`src/rtl/melody_pkg.sv`:
```
// Shared definitions for the melody sequencer: note codes, ROM entry layout,
// FSM state encoding and small helpers used by the datapath.
package melody_pkg;

  localparam int NOTE_W  = 4;
  localparam int LEN_W   = 4;
  localparam int ENTRY_W = NOTE_W + LEN_W;
  localparam int ADDR_W  = 5;
  localparam int DUTY_W  = 7;
  localparam int SONG_W  = (1 << ADDR_W) * ENTRY_W;

  localparam logic [NOTE_W-1:0] NOTE_REST = 4'd0;
  localparam logic [NOTE_W-1:0] NOTE_C4   = 4'd1;
  localparam logic [NOTE_W-1:0] NOTE_CS4  = 4'd2;
  localparam logic [NOTE_W-1:0] NOTE_D4   = 4'd3;
  localparam logic [NOTE_W-1:0] NOTE_DS4  = 4'd4;
  localparam logic [NOTE_W-1:0] NOTE_E4   = 4'd5;
  localparam logic [NOTE_W-1:0] NOTE_F4   = 4'd6;
  localparam logic [NOTE_W-1:0] NOTE_FS4  = 4'd7;
  localparam logic [NOTE_W-1:0] NOTE_G4   = 4'd8;
  localparam logic [NOTE_W-1:0] NOTE_GS4  = 4'd9;
  localparam logic [NOTE_W-1:0] NOTE_A4   = 4'd10;
  localparam logic [NOTE_W-1:0] NOTE_AS4  = 4'd11;
  localparam logic [NOTE_W-1:0] NOTE_B4   = 4'd12;

  localparam logic [DUTY_W-1:0] DUTY_MAX = 7'd100;

  typedef enum logic [1:0] {
    ST_IDLE  = 2'd0,
    ST_FETCH = 2'd1,
    ST_PLAY  = 2'd2,
    ST_GAP   = 2'd3
  } state_e;

  typedef struct packed {
    logic [NOTE_W-1:0] note;
    logic [LEN_W-1:0]  len;
  } rom_entry_t;

  // Entry 0 sits in the least significant byte: C E G E F D C, then end.
  localparam logic [SONG_W-1:0] DEFAULT_SONG = {192'h0, 8'h00, 8'h14, 8'h32,
                                                8'h62, 8'h54, 8'h82, 8'h52, 8'h12};

  // Codes above B4 are unused in the tone decoder and play as silence.
  function automatic logic [NOTE_W-1:0] note_to_key(input logic [NOTE_W-1:0] note);
    return (note > NOTE_B4) ? NOTE_REST : note;
  endfunction

  function automatic logic [DUTY_W-1:0] clamp_duty(input logic [DUTY_W-1:0] duty);
    return (duty > DUTY_MAX) ? DUTY_MAX : duty;
  endfunction

endpackage

```
`src/rtl/melody_rom.sv`:
```
// Melody table: 32 byte-wide entries held in a parameter, read combinationally.
module melody_rom
  import melody_pkg::*;
#(
  parameter logic [SONG_W-1:0] SONG = DEFAULT_SONG
) (
  input  logic [ADDR_W-1:0] addr,
  output rom_entry_t        entry
);

  assign entry = rom_entry_t'(SONG[ENTRY_W*int'(addr) +: ENTRY_W]);

endmodule

```
`src/rtl/melody_seq.sv`:
```
// Melody sequencer: walks the melody ROM and drives note code and PWM duty to a
// tone decoder, with a silent gap after every note, looping and abort.
module melody_seq
  import melody_pkg::*;
#(
  parameter int                TICK_DIV = 12_500_000,
  parameter int                GAP_DIV  = 1_000_000,
  parameter int                SONG_LEN = 32,
  parameter logic [SONG_W-1:0] SONG     = DEFAULT_SONG
) (
  input  logic              sys_clk,
  input  logic              sys_rst_n,
  input  logic              start,
  input  logic              stop,
  input  logic              loop,
  input  logic [DUTY_W-1:0] duty_in,
  output logic [NOTE_W-1:0] key_pad,
  output logic [DUTY_W-1:0] duty_cycle,
  output logic              busy,
  output logic              done,
  output logic [ADDR_W-1:0] note_idx
);

  localparam int TICK_W = $clog2(TICK_DIV);
  localparam int GAP_W  = $clog2(GAP_DIV + 1);
  // One extra index bit so a full 32-entry song can reach index SONG_LEN.
  localparam int IDX_W  = ADDR_W + 1;

  localparam logic [TICK_W-1:0] TICK_LAST = TICK_W'(TICK_DIV - 1);
  localparam logic [GAP_W-1:0]  GAP_LAST  = GAP_W'(GAP_DIV - 1);
  localparam logic [IDX_W-1:0]  SONG_END  = IDX_W'(SONG_LEN);

  state_e            state_q, state_d;
  logic [IDX_W-1:0]  idx_q, idx_d;
  logic [LEN_W-1:0]  beat_q, beat_d;
  logic [TICK_W-1:0] tick_q, tick_d;
  logic [GAP_W-1:0]  gap_q, gap_d;
  logic [NOTE_W-1:0] key_q, key_d;
  logic [DUTY_W-1:0] duty_q, duty_d;
  logic              done_q, done_d;
  rom_entry_t        entry;
  logic              song_end;

  melody_rom #(.SONG(SONG)) u_rom (
    .addr  (idx_q[ADDR_W-1:0]),
    .entry (entry)
  );

  assign song_end = (entry.len == '0) || (idx_q == SONG_END);

  always_comb begin
    // NOTE: every signal gets its hold value first so no path can infer a latch.
    state_d = state_q;
    idx_d   = idx_q;
    beat_d  = beat_q;
    tick_d  = tick_q;
    gap_d   = gap_q;
    key_d   = key_q;
    duty_d  = duty_q;
    done_d  = 1'b0;

    if (state_q inside {ST_IDLE, ST_FETCH}) duty_d = clamp_duty(duty_in);

    unique case (state_q)
      ST_IDLE: begin
        if (start && !stop) state_d = ST_FETCH;
      end
      ST_FETCH: begin
        if (song_end) begin
          idx_d = '0;
          if (!loop) begin
            state_d = ST_IDLE;
            done_d  = 1'b1;
          end
        end else begin
          key_d   = note_to_key(entry.note);
          beat_d  = entry.len;
          tick_d  = '0;
          state_d = ST_PLAY;
        end
      end
      ST_PLAY: begin
        if (tick_q == TICK_LAST) begin
          tick_d = '0;
          beat_d = beat_q - 1'b1;
          if (beat_q == 4'd1) begin
            state_d = ST_GAP;
            key_d   = NOTE_REST;
            gap_d   = '0;
          end
        end else begin
          tick_d = tick_q + 1'b1;
        end
      end
      ST_GAP: begin
        if (gap_q == GAP_LAST) begin
          gap_d   = '0;
          idx_d   = idx_q + 1'b1;
          state_d = ST_FETCH;
        end else begin
          gap_d = gap_q + 1'b1;
        end
      end
      default: state_d = ST_IDLE;
    endcase

    // Abort overrides everything, including a pending end-of-song pulse.
    if (stop && (state_q != ST_IDLE)) begin
      state_d = ST_IDLE;
      idx_d   = '0;
      beat_d  = '0;
      tick_d  = '0;
      gap_d   = '0;
      key_d   = NOTE_REST;
      done_d  = 1'b0;
    end
  end

  // NOTE: state updates use non-blocking assignments so all flops see pre-edge values.
  always_ff @(posedge sys_clk or negedge sys_rst_n) begin
    if (!sys_rst_n) begin
      state_q <= ST_IDLE;
      idx_q   <= '0;
      beat_q  <= '0;
      tick_q  <= '0;
      gap_q   <= '0;
      key_q   <= NOTE_REST;
      duty_q  <= '0;
      done_q  <= 1'b0;
    end else begin
      state_q <= state_d;
      idx_q   <= idx_d;
      beat_q  <= beat_d;
      tick_q  <= tick_d;
      gap_q   <= gap_d;
      key_q   <= key_d;
      duty_q  <= duty_d;
      done_q  <= done_d;
    end
  end

  assign key_pad    = key_q;
  assign duty_cycle = duty_q;
  assign busy       = (state_q != ST_IDLE);
  assign done       = done_q;
  assign note_idx   = idx_q[ADDR_W-1:0];

endmodule
```
`config.mk`:
```
export PLATFORM = sky130hd
export DESIGN_NAME = melody_seq
export DESIGN_NICKNAME = d
export VERILOG_FILES = /design/src/rtl/melody_pkg.sv /design/src/rtl/melody_rom.sv /design/src/rtl/melody_seq.sv
export SDC_FILE = /design/constraint.sdc
export NUM_CORES = 1
export LEC_CHECK = 0
export BUFFER_PORTS_ARGS = -buffer_cell sky130_fd_sc_hd__buf_2
export CAP_MARGIN = 20
export CORE_ASPECT_RATIO = 1.2
export CORE_UTILIZATION = 50
export DETAILED_ROUTE_END_ITERATION = 8
export PLACE_DENSITY = 0.68
export SKIP_CTS_REPAIR_TIMING = 1
export SKIP_LAST_GASP = 1
export SLEW_MARGIN = 25
export SYNTH_ARGS = -nofsm -noshare
export SYNTH_HDL_FRONTEND = slang
export SYNTH_SLANG_ARGS = --single-unit
```
`constraint.sdc`:
```
create_clock -name sys_clk -period 3.36 [get_ports sys_clk]
set_input_delay 0 -clock sys_clk [delete_from_list [all_inputs] [get_ports sys_clk]]
set_output_delay 0 -clock sys_clk [all_outputs]
set_load 0.005 [all_outputs]
```
==> results.cfg, run 1 <==
[grt]
grt_max_degree = 38
grt_pass1_wl_um = 15060
track_usage = 0.2258
overflow = 0
antenna_found_initial = 0
grt_pass1_vias = 3315

[final_layout]
regArea_um2 = 1702
fillCellCount = 687
drive_gt1_frac = 0.1522
final_common_cell = dfrtp_1
layout.nets = 493
antenna_cells = 0
area_growth_pct = 13.09
final_cell_mix = dfrtp_1 (68), nand2_1 (40), nor2_1 (32), buf_2 (29), nand3_1 (25)
multi_input_area_um2 = 2027

[power]
seq_power_share = 0.382
leakage_nw = 1.935
powerDensity_nw_per_um2 = 577.1
internal_power_w = 0.001640
combPwrFrac = 0.319
switchingPower_w = 0.0009234
p_clk_frac = 0.299
peakVddDrop_mv = 0.3789
p_sw_frac = 0.3603

[timing]
rsz0062_at_grt = no
min_period_ns = 3.090
hold_slack_ns = 0.07263
period_share = 0.9196
finalClockSkew_ns = 0.01252
hold_violations = 0
drv_slew = 0
max_freq_ghz = 0.3236
finalSetupViolCount = 0
fin_tns_setup_ns = 0
slew_headroom = 0.3969
tightestPinTransition_ns = 0.9013

[routing]
drt_iter0_markers = 163
drc = 0
vias = 3373
drt_first_pass_iters = 4
avgViaCountPerCell = 5.970
wl_um = 8817
wl_per_cell_um = 15.61
ant_nets = 0

[worst_setup_path]
r2r_end = gap_q[5]$_DFFE_PN0P_
crit_chain = nand3_1, or4_1, or4_4, o211a_4, or2_1, buf_4, o41ai_2
critPathLaunch = tick_q[17]$_DFFE_PN0P_
endpoint_kind = flip-flop
rrSetupSlack_ns = 0.27
slowest_delay_ns = 0.58
cp_max_fo = 24
critical_path_class = reg2reg
slowest_stage = or4_1
r2r-start = tick_q[17]$_DFFE_PN0P_
startpoint_type = flip-flop
crit_end = gap_q[5]$_DFFE_PN0P_
cp.arrival_ns = 3.32
worstPathRequired_ns = 3.59
worstRegToRegCells = 7

[clocking]
tritoncts.num_buffers = 9
cts_tree = done
cts.htree.levels = 3
path_clk_slew_ns = 0.08
cts_buffer_depth = 2
cts.sink_count = 68
cts_root_buf = clkbuf_8
worstSkewPairLatency_ns = 0.36

[floorplanning]
die_x_um = 82.91
rows = 35
io_pins = 30
dieHeight_um = 99.09
core_area_um2 = 7664
start_util = 0.5125
die_area_um2 = 8215

[placement]
portBuffers = 29
dp_hpwl_um = 6122
gp_congestion = 0.8347

[yosys]
yosys_warnings = 0
synth.avg_cell_area_um2 = 9.050
synth_edf_count = 0
synth_ff_type = dfrtp_1
netlist_instances = 434
seq_area_frac_synth = 0.4333
synth_cell_type_count = 52
async_flop_share = 1.000
yosys_register_bits = 68
mappedNetlistNets = 459
syn_area_um2 = 3928

[outcome]
status = completed

[worst_hold_path]
hp-class = in2reg

[job]
max_cap_violations = 0
## how the worst min path moves through the flow
stage	from	end	slack (ns)	cells after the start
global placement	sys_rst_n	key_pad[0]$_DFFE_PN0P_	0.11	1
floorplan	sys_rst_n	beat_q[0]$_DFFE_PN0P_	-0.30	0
detailed placement	sys_rst_n	tick_q[22]$_DFFE_PN0P_	0.11	1
finish	stop	state_q[0]$_DFFE_PN0P_	0.07	3
global route	stop	state_q[0]$_DFFE_PN0P_	0.12	3
CTS	sys_rst_n	tick_q[22]$_DFFE_PN0P_	-0.27	1
## synthesized netlist by cell type, types with 8 or more instances
master	instances	area, um^2
dfrtp_1	68	1702
nand2_1	40	150.1
nor2_1	32	120.1
nand3_1	25	125.1
o21ai_0	25	125.1
inv_1	21	78.83
o21ai_1	19	95.09
a21oi_1	17	85.08
and3_1	14	87.58
clkbuf_1	13	48.80
ha_1	13	162.7
nor3_1	13	65.06
nand4_1	11	68.82
xnor2_1	11	96.34
a31oi_1	10	62.56
or3_1	10	62.56
o31ai_1	8	60.06
## cell families (layout without fill, tap and decap cells)
| group | after synthesis | count (layout) | share of synthesized area |
|---|---|---|---|
| and+or+nand+nor | 178 | 178 | 0.2342 |
| AOI/OAI and AO/OA | 109 | 109 | 0.1873 |
| DFF | 68 | 68 | 0.4333 |
| buffers and inverters | 44 | 83 | 0.05066 |
| xor gates and xnor gates | 14 | 14 | 0.03122 |
| adders and majority gates | 13 | 13 | 0.04142 |
| muxes | 8 | 8 | 0.02198 |
## metal layers
metal	track usage	share of wire
met5	0	0
met3	0.03601	0.038
met2	0.3802	0.50
met1	0.2776	0.44
met4	0.1233	0.021
## critical path: cells and delay by family (launching register included)
kind / cells / cell delay [ns]
AND/OR/NAND/NOR: 4 / 1.74
AO/OA/AOI/OAI: 2 / 0.57
flip-flops: 1 / 0.41
buffers and inverters: 1 / 0.25
## flip-flops by register name, indices dropped and copies added (netlist names)
signal and cells:
idx_q 6, state_q 2, done 1, beat_q 4, gap_q 20, key_pad 4
tick_q 24, duty_cycle 7
## stage by stage
step                      instance area (um^2)  std cells    util  power, W  setup WS (ns)
after detailed placement                  4128        540  0.5386  0.001806         0.3275
after global placement                    4128        540  0.5386  0.001788         0.4221
after global routing                      4442        565  0.5796  0.002725         0.1614
final                                     4442        565  0.5796  0.002563         0.2701
after CTS                                 4352        556  0.5678  0.002574         0.2947
after floorplan                           3928        434       -  0.001560         0.7729
## layout make-up
type	count	area share
Timing Repair Buffer	46	0.06648
Clock buffer	10	0.03099
Multi-Input combinational cell	322	0.4563
Clock inverter	6	0.01944
Sequential cell	68	0.3831
Tap cell	92	0.02592
Inverter	21	0.01775
## power groups by stage
| stage | Sequential [W] | Clock [W] | Combinational, W |
|---|---|---|---|
| 2_1_floorplan | 0.000990 | 0 | 0.000571 |
| 3_3_place_gp | 0.000990 | 0 | 0.000799 |
| 3_5_place_dp | 0.000995 | 0 | 0.000811 |
| 4_1_cts | 0.000980 | 0.000780 | 0.000814 |
| 5_1_grt | 0.000995 | 0.000812 | 0.000918 |
| 6_report | 0.000979 | 0.000766 | 0.000818 |
No activity file was read; power rests on OpenSTA's default activity.
==> run 2, diff against run 1 <==
--- a/config.mk
+++ b/config.mk
@@ -6,7 +6,6 @@
 export NUM_CORES = 1
 export LEC_CHECK = 0
 export BUFFER_PORTS_ARGS = -buffer_cell sky130_fd_sc_hd__buf_2
-export CAP_MARGIN = 20
 export CORE_ASPECT_RATIO = 1.2
 export CORE_UTILIZATION = 50
 export DETAILED_ROUTE_END_ITERATION = 8
==> constraint.sdc (replaced) <==
create_clock -name sys_clk -period 3.36 [get_ports sys_clk]
set_input_delay 0.672 -clock sys_clk [delete_from_list [all_inputs] [get_ports sys_clk]]
set_output_delay 0.672 -clock sys_clk [all_outputs]
set_load 0.005 [all_outputs]
==> run 2 against run 1 <==
Sequential power about the same. Register-to-register slack about the same. Non-clock buffer count down 10. Count of clock-buffer cells in the layout unchanged. Routed wire length down 2.1%. Highest routed layer unchanged.
==> results.cfg, run 2 (synthesized netlist as in run 1, its figures left out) <==
[timing]
finalSetupViolCount = 0
fin_tns_setup_ns = 0
slew_headroom = 0.4108
tightestPinTransition_ns = 0.8806
max_freq_ghz = 0.3234
period_share = 0.9204
min_period_ns = 3.093
finalClockSkew_ns = 0.008148
drv_slew = 0
rsz0062_at_grt = no
hold_violations = 0

[clocking]
cts_buffer_depth = 2
path_clk_slew_ns = 0.07
cts.sink_count = 68
tritoncts.num_buffers = 9
cts_tree = done
cts_root_buf = clkbuf_8
cts.htree.levels = 3
worstSkewPairLatency_ns = 0.35

[floorplanning]
die_x_um = 82.91
io_pins = 30
core_area_um2 = 7664
dieHeight_um = 99.09
rows = 35
die_area_um2 = 8215
start_util = 0.5125

[grt]
track_usage = 0.2255
grt_pass1_vias = 3261
grt_pass1_wl_um = 14870
antenna_found_initial = 0
overflow = 0
grt_max_degree = 39

[worst_setup_path]
endpoint_kind = flip-flop
cp_max_fo = 24
critical_path_class = reg2reg
startpoint_type = flip-flop
cp.arrival_ns = 3.33
worstPathRequired_ns = 3.60

[final_layout]
layout.nets = 483
finalInstanceArea_um2 = 4314
drive_gt1_frac = 0.1494
largest_register_ffs = 24
final_cell_mix = dfrtp_1 (68), nand2_1 (40), nor2_1 (32), buf_2 (29), nand3_1 (25)
area_growth_pct = 9.844
antenna_cells = 0
final_common_cell = dfrtp_1
top_register = tick_q

[routing]
ant_nets = 0
routed.top_layer = met4
wl_met2_um = 4202
avgViaCountPerCell = 5.904
wl_per_cell_um = 15.58
drt_first_pass_iters = 4
drc = 0
wl_met1_um = 3970
wl_um = 8631
vias = 3271
met3_length_um = 237
drt_iter0_markers = 127

[power]
peakVddDrop_mv = 0.2673
combPwrFrac = 0.334
powerDensity_nw_per_um2 = 566.1
power_w = 0.002442
internal_power_w = 0.001534
switchingPower_w = 0.0009079
leakage_nw = 1.881
p_clk_frac = 0.265
seq_power_share = 0.401
p_sw_frac = 0.3717

[placement]
dpl_cell_area_um2 = 4133
gp_congestion = 0.8397
dp_hpwl_um = 6162
portBuffers = 29

[outcome]
status = completed

[job]
max_cap_violations = 0

[worst_hold_path]
hp-class = in2async
## run 2: cell types whose count changed in the layout (fill, tap and decap cells not counted)
cell / previous run / this run
buf_12: 0 / 1
clkinvlp_4: 1 / 0
dlygate4sd3_1: 9 / 0
clkbuf_1: 0 / 1
inv_6: 1 / 0
clkinv_4: 0 / 1
clkbuf_8: 10 / 9
buf_4: 8 / 6
bufinv_16: 2 / 1
clkinv_2: 2 / 3
## run 2: final timing paths
check / start / end / slack [ns] / depth (start not counted)
min reg2reg: gap_q[18]$_DFFE_PN0P_ / gap_q[18]$_DFFE_PN0P_ / 0.49 / 1
max reg2reg: tick_q[17]$_DFFE_PN0P_ / gap_q[18]$_DFFE_PN0P_ / 0.27 / 6
max: tick_q[17]$_DFFE_PN0P_ / gap_q[18]$_DFFE_PN0P_ / 0.27 / 6
min in group sys_clk: gap_q[18]$_DFFE_PN0P_ / gap_q[18]$_DFFE_PN0P_ / 0.49 / 1
max in group asynchronous: sys_rst_n / duty_cycle[6]$_DFFE_PN0P_ / 2.35 / 2
min: sys_rst_n / tick_q[22]$_DFFE_PN0P_ / 0.36 / 1
## run 2: layer usage
metal  global-route usage  vias to the layer above
met4               0.1340                        0
met1               0.2743                     1583
met2               0.3789                       54
li1                     -                     1616
met3              0.03518                       18
met5                    0                        -
## run 2: power by group through the flow
stage | clock (W) | sequential (W) | combinational [W]
5_1_grt | 0.000697 | 0.000996 | 0.000924
2_1_floorplan | 0 | 0.000990 | 0.000571
3_5_place_dp | 0 | 0.000994 | 0.000821
6_report | 0.000646 | 0.000980 | 0.000816
4_1_cts | 0.000663 | 0.000981 | 0.000826
3_3_place_gp | 0 | 0.000992 | 0.000805
## run 2: area by class of cell
| type | instances | area, um^2 |
|---|---|---|
| fillers | 683 | 3349 |
| repair buffers | 36 | 210.2 |
| multi-input cells | 322 | 2027 |
| inverters | 21 | 78.83 |
| clock buffers | 10 | 127.6 |
| clock inverters | 5 | 53.80 |
| well taps | 92 | 115.1 |
| flip-flops and latches | 68 | 1702 |
## run 2: per-stage QoR
stage               instances  hold slack, ns  utilization  worst slack (ns)
floorplan                 434          0.3764            -            0.7729
global placement          539          0.4787       0.5393            0.3634
detailed placement        539          0.4777       0.5393            0.2598
CTS                       554          0.3815       0.5629            0.2716
global route              554          0.4270       0.5629            0.1101
finish                    554          0.3605       0.5629            0.2674
## run 2: critical path, cell delays in order, from the launching register on
cell and delay [ns]:
dfrtp_1 0.42, nand3_1 0.13, or4_1 0.58, or4_4 0.58, o211a_4 0.34, or2_1 0.51
o41ai_1 0.41
==> run 3, diff against run 2 <==
--- a/config.mk
+++ b/config.mk
@@ -15,4 +15,5 @@
 export SLEW_MARGIN = 25
 export SYNTH_ARGS = -nofsm -noshare
 export SYNTH_HDL_FRONTEND = slang
+export SYNTH_HIERARCHICAL = 1
 export SYNTH_SLANG_ARGS = --single-unit
==> constraint.sdc (replaced) <==
create_clock -name sys_clk -period 3.3 [get_ports sys_clk]
set_input_delay 0.66 -clock sys_clk [delete_from_list [all_inputs] [get_ports sys_clk]]
set_output_delay 0.66 -clock sys_clk [all_outputs]
set_load 0.005 [all_outputs]
==> run 3 against run 2 <==
First-iteration DRC count increased by 59%. Flip-flop and latch count unchanged. Utilization increased by 0.98 points. Routed wire length increased by 14%. Largest power group unchanged.
==> results.cfg, run 3 <==
[outcome]
status = completed

[worst_setup_path]
worstPathRequired_ns = 3.58
cp_top_family = simple AND/OR/NAND/NOR gates
startpoint_type = flip-flop
slowest_delay_ns = 0.55
slowest_stage = or4_1
crit_chain = inv_1, ha_1, mux2i_1, nor2_1, or4_1, o2111ai_1, nand2_1, or4_1, a21boi_1
crit_path_frequent_cell = or4_1
cp_max_fo = 8
cp.arrival_ns = 3.07
crit_buf_inv = 1
endpoint_kind = flip-flop
critical_path_class = reg2reg

[yosys]
synth.avg_cell_area_um2 = 9.338
synth_cell_type_count = 65
yosys_warnings = 6
synthTopCellsByCount = dfrtp_1 (68), nand2_1 (39), inv_1 (29)
synth_top_family_by_area = simple AND/OR/NAND/NOR gates
seq_area_frac_synth = 0.3962
synth_ff_type = dfrtp_1
netlist_instances = 460
synth_edf_count = 0
yosysMostFrequentCell = dfrtp_1
synthMuxAreaShare = 0.04282
syn_area_um2 = 4295
synth_compound_area_frac = 0.2141
synth.area.top_cells = dfrtp_1 (40%), ha_1 (4.4%), mux2i_1 (3.5%)
yosys.area.top_type_share = 0.3962
synth_top_cell_by_area = dfrtp_1
synth_fa_ha_area_frac = 0.04369
synth-simple-area-share = 0.2260
async_flop_share = 1.000
yosys_register_bits = 68
yosys.area_share.xor_xnor = 0.01835

[routing]
wl_met1_um = 4412
drt_iter0_markers = 202
vias = 3617
wl_um = 9825
ant_nets = 0
drc = 0
drt_first_pass_iters = 4
avgViaCountPerCell = 5.959
wl_met2_um = 5085
routed.top_layer = met4
wl_per_cell_um = 16.19
met3_length_um = 220

[clocking]
cts.sink_count = 68
worstSkewPairLatency_ns = 0.36
cts_tree = done
cts_root_buf = clkbuf_8
path_clk_slew_ns = 0.07
cts_buffer_depth = 2
cts.htree.levels = 3
tritoncts.num_buffers = 9

[worst_hold_path]
hp-class = in2reg

[timing]
fin_tns_setup_ns = 0
hold_violations = 0
finalClockSkew_ns = 0.01493
finalSetupViolCount = 0
period_share = 0.8452
max_freq_ghz = 0.3585
drv_slew = 0
tightestPinTransition_ns = 0.8807
min_period_ns = 2.789
slew_headroom = 0.4128
rsz0062_at_grt = no

[final_layout]
antenna_cells = 0
final_cell_mix = dfrtp_1 (68), nand2_1 (39), inv_1 (29), buf_2 (29), nor2_1 (27)
finalInstanceArea_um2 = 4721
final_common_cell = dfrtp_1
top_register = tick_q
area_growth_pct = 9.904
largest_register_ffs = 24
drive_gt1_frac = 0.1501
layout.nets = 515

[floorplanning]
die_area_um2 = 8967
die_x_um = 86.61
core_area_um2 = 8243
start_util = 0.5211
io_pins = 30
rows = 36
dieHeight_um = 103.5

[grt]
track_usage = 0.2349
overflow = 0
grt_max_degree = 69
antenna_found_initial = 0
grt_pass1_wl_um = 16790
grt_pass1_vias = 3503

[placement]
dp_hpwl_um = 6951
gp_congestion = 0.8286
portBuffers = 29
dpl_cell_area_um2 = 4537

[power]
leakage_nw = 1.968
powerDensity_nw_per_um2 = 574.7
peakVddDrop_mv = 0.2480

[job]
max_cap_violations = 0
-- run 3: worst reg2reg max path, delay by kind of cell, from the launching register on --
| family | cells | cell delay [ns] |
|---|---|---|
| simple gates | 4 | 1.34 |
| compound gates | 2 | 0.41 |
| mux | 1 | 0.15 |
| fa+ha+maj | 1 | 0.22 |
| buf+inv | 1 | 0.12 |
| flops | 1 | 0.48 |
-- run 3: per-layer routing --
| layer | up-vias | global-route usage |
|---|---|---|
| li1 | 1774 | - |
| met1 | 1790 | 0.2925 |
| met2 | 42 | 0.4116 |
| met3 | 11 | 0.04303 |
| met4 | 0 | 0.06429 |
| met5 | - | 0 |
-- run 3: final timing paths --
kind                                      startpoint                        end  slack, ns  depth (start not counted)
max reg2reg                     idx_q[0]$_DFFE_PN0P_       idx_q[5]$_DFFE_PN0P_       0.51                          9
min reg2reg                duty_cycle[6]$_DFFE_PN0P_  duty_cycle[6]$_DFFE_PN0P_       0.50                          1
min                                             loop             done$_DFF_PN0_       0.47                          2
max                             idx_q[0]$_DFFE_PN0P_       idx_q[5]$_DFFE_PN0P_       0.51                          9
min in group asynchronous                  sys_rst_n       idx_q[4]$_DFFE_PN0P_       0.49                          2
max in group asynchronous                  sys_rst_n  duty_cycle[1]$_DFFE_PN0P_       2.22                          2
-- run 3: logic make-up after synthesis --
| family | after synthesis |
|---|---|
| fa+ha+maj | 15 |
| other cells | 1 |
| buf+inv | 54 |
| xor+xnor | 9 |
| simple gates | 172 |
| compound gates | 123 |
| mux | 18 |
| flops | 68 |
-- run 3: through the flow --
step | std cells | hold slack [ns] | util | total power (W) | worst slack, ns
2_1_floorplan | 461 | 0.3644 | - | 0.001737 | 0.8114
3_3_place_gp | 591 | 0.4834 | 0.5504 | 0.002025 | 0.6765
3_5_place_dp | 591 | 0.4897 | 0.5504 | 0.002051 | 0.5590
4_1_cts | 607 | 0.4580 | 0.5727 | 0.002735 | 0.5215
5_1_grt | 607 | 0.4652 | 0.5727 | 0.002888 | 0.3521
6_report | 607 | 0.4728 | 0.5727 | 0.002713 | 0.5108
-- run 3: area by class of cell --
type                            count  area, um^2
Clock buffer                       11       131.4
Clock inverter                      5       52.55
Fill cell                         755        3522
Inverter                           29       108.9
Multi-Input combinational cell    339        2349
Sequential cell                    68        1702
Tap cell                          114       142.6
Timing Repair Buffer               41       235.2
-- run 3: power breakdown --
part	leakage (nW)	internal, W	switching, W
logic	0.952	0.000394	0.000631
clock network	0.0931	0.000346	0.000327
registers	0.923	0.000933	0.0000826
total	1.97	0.00167	0.00104
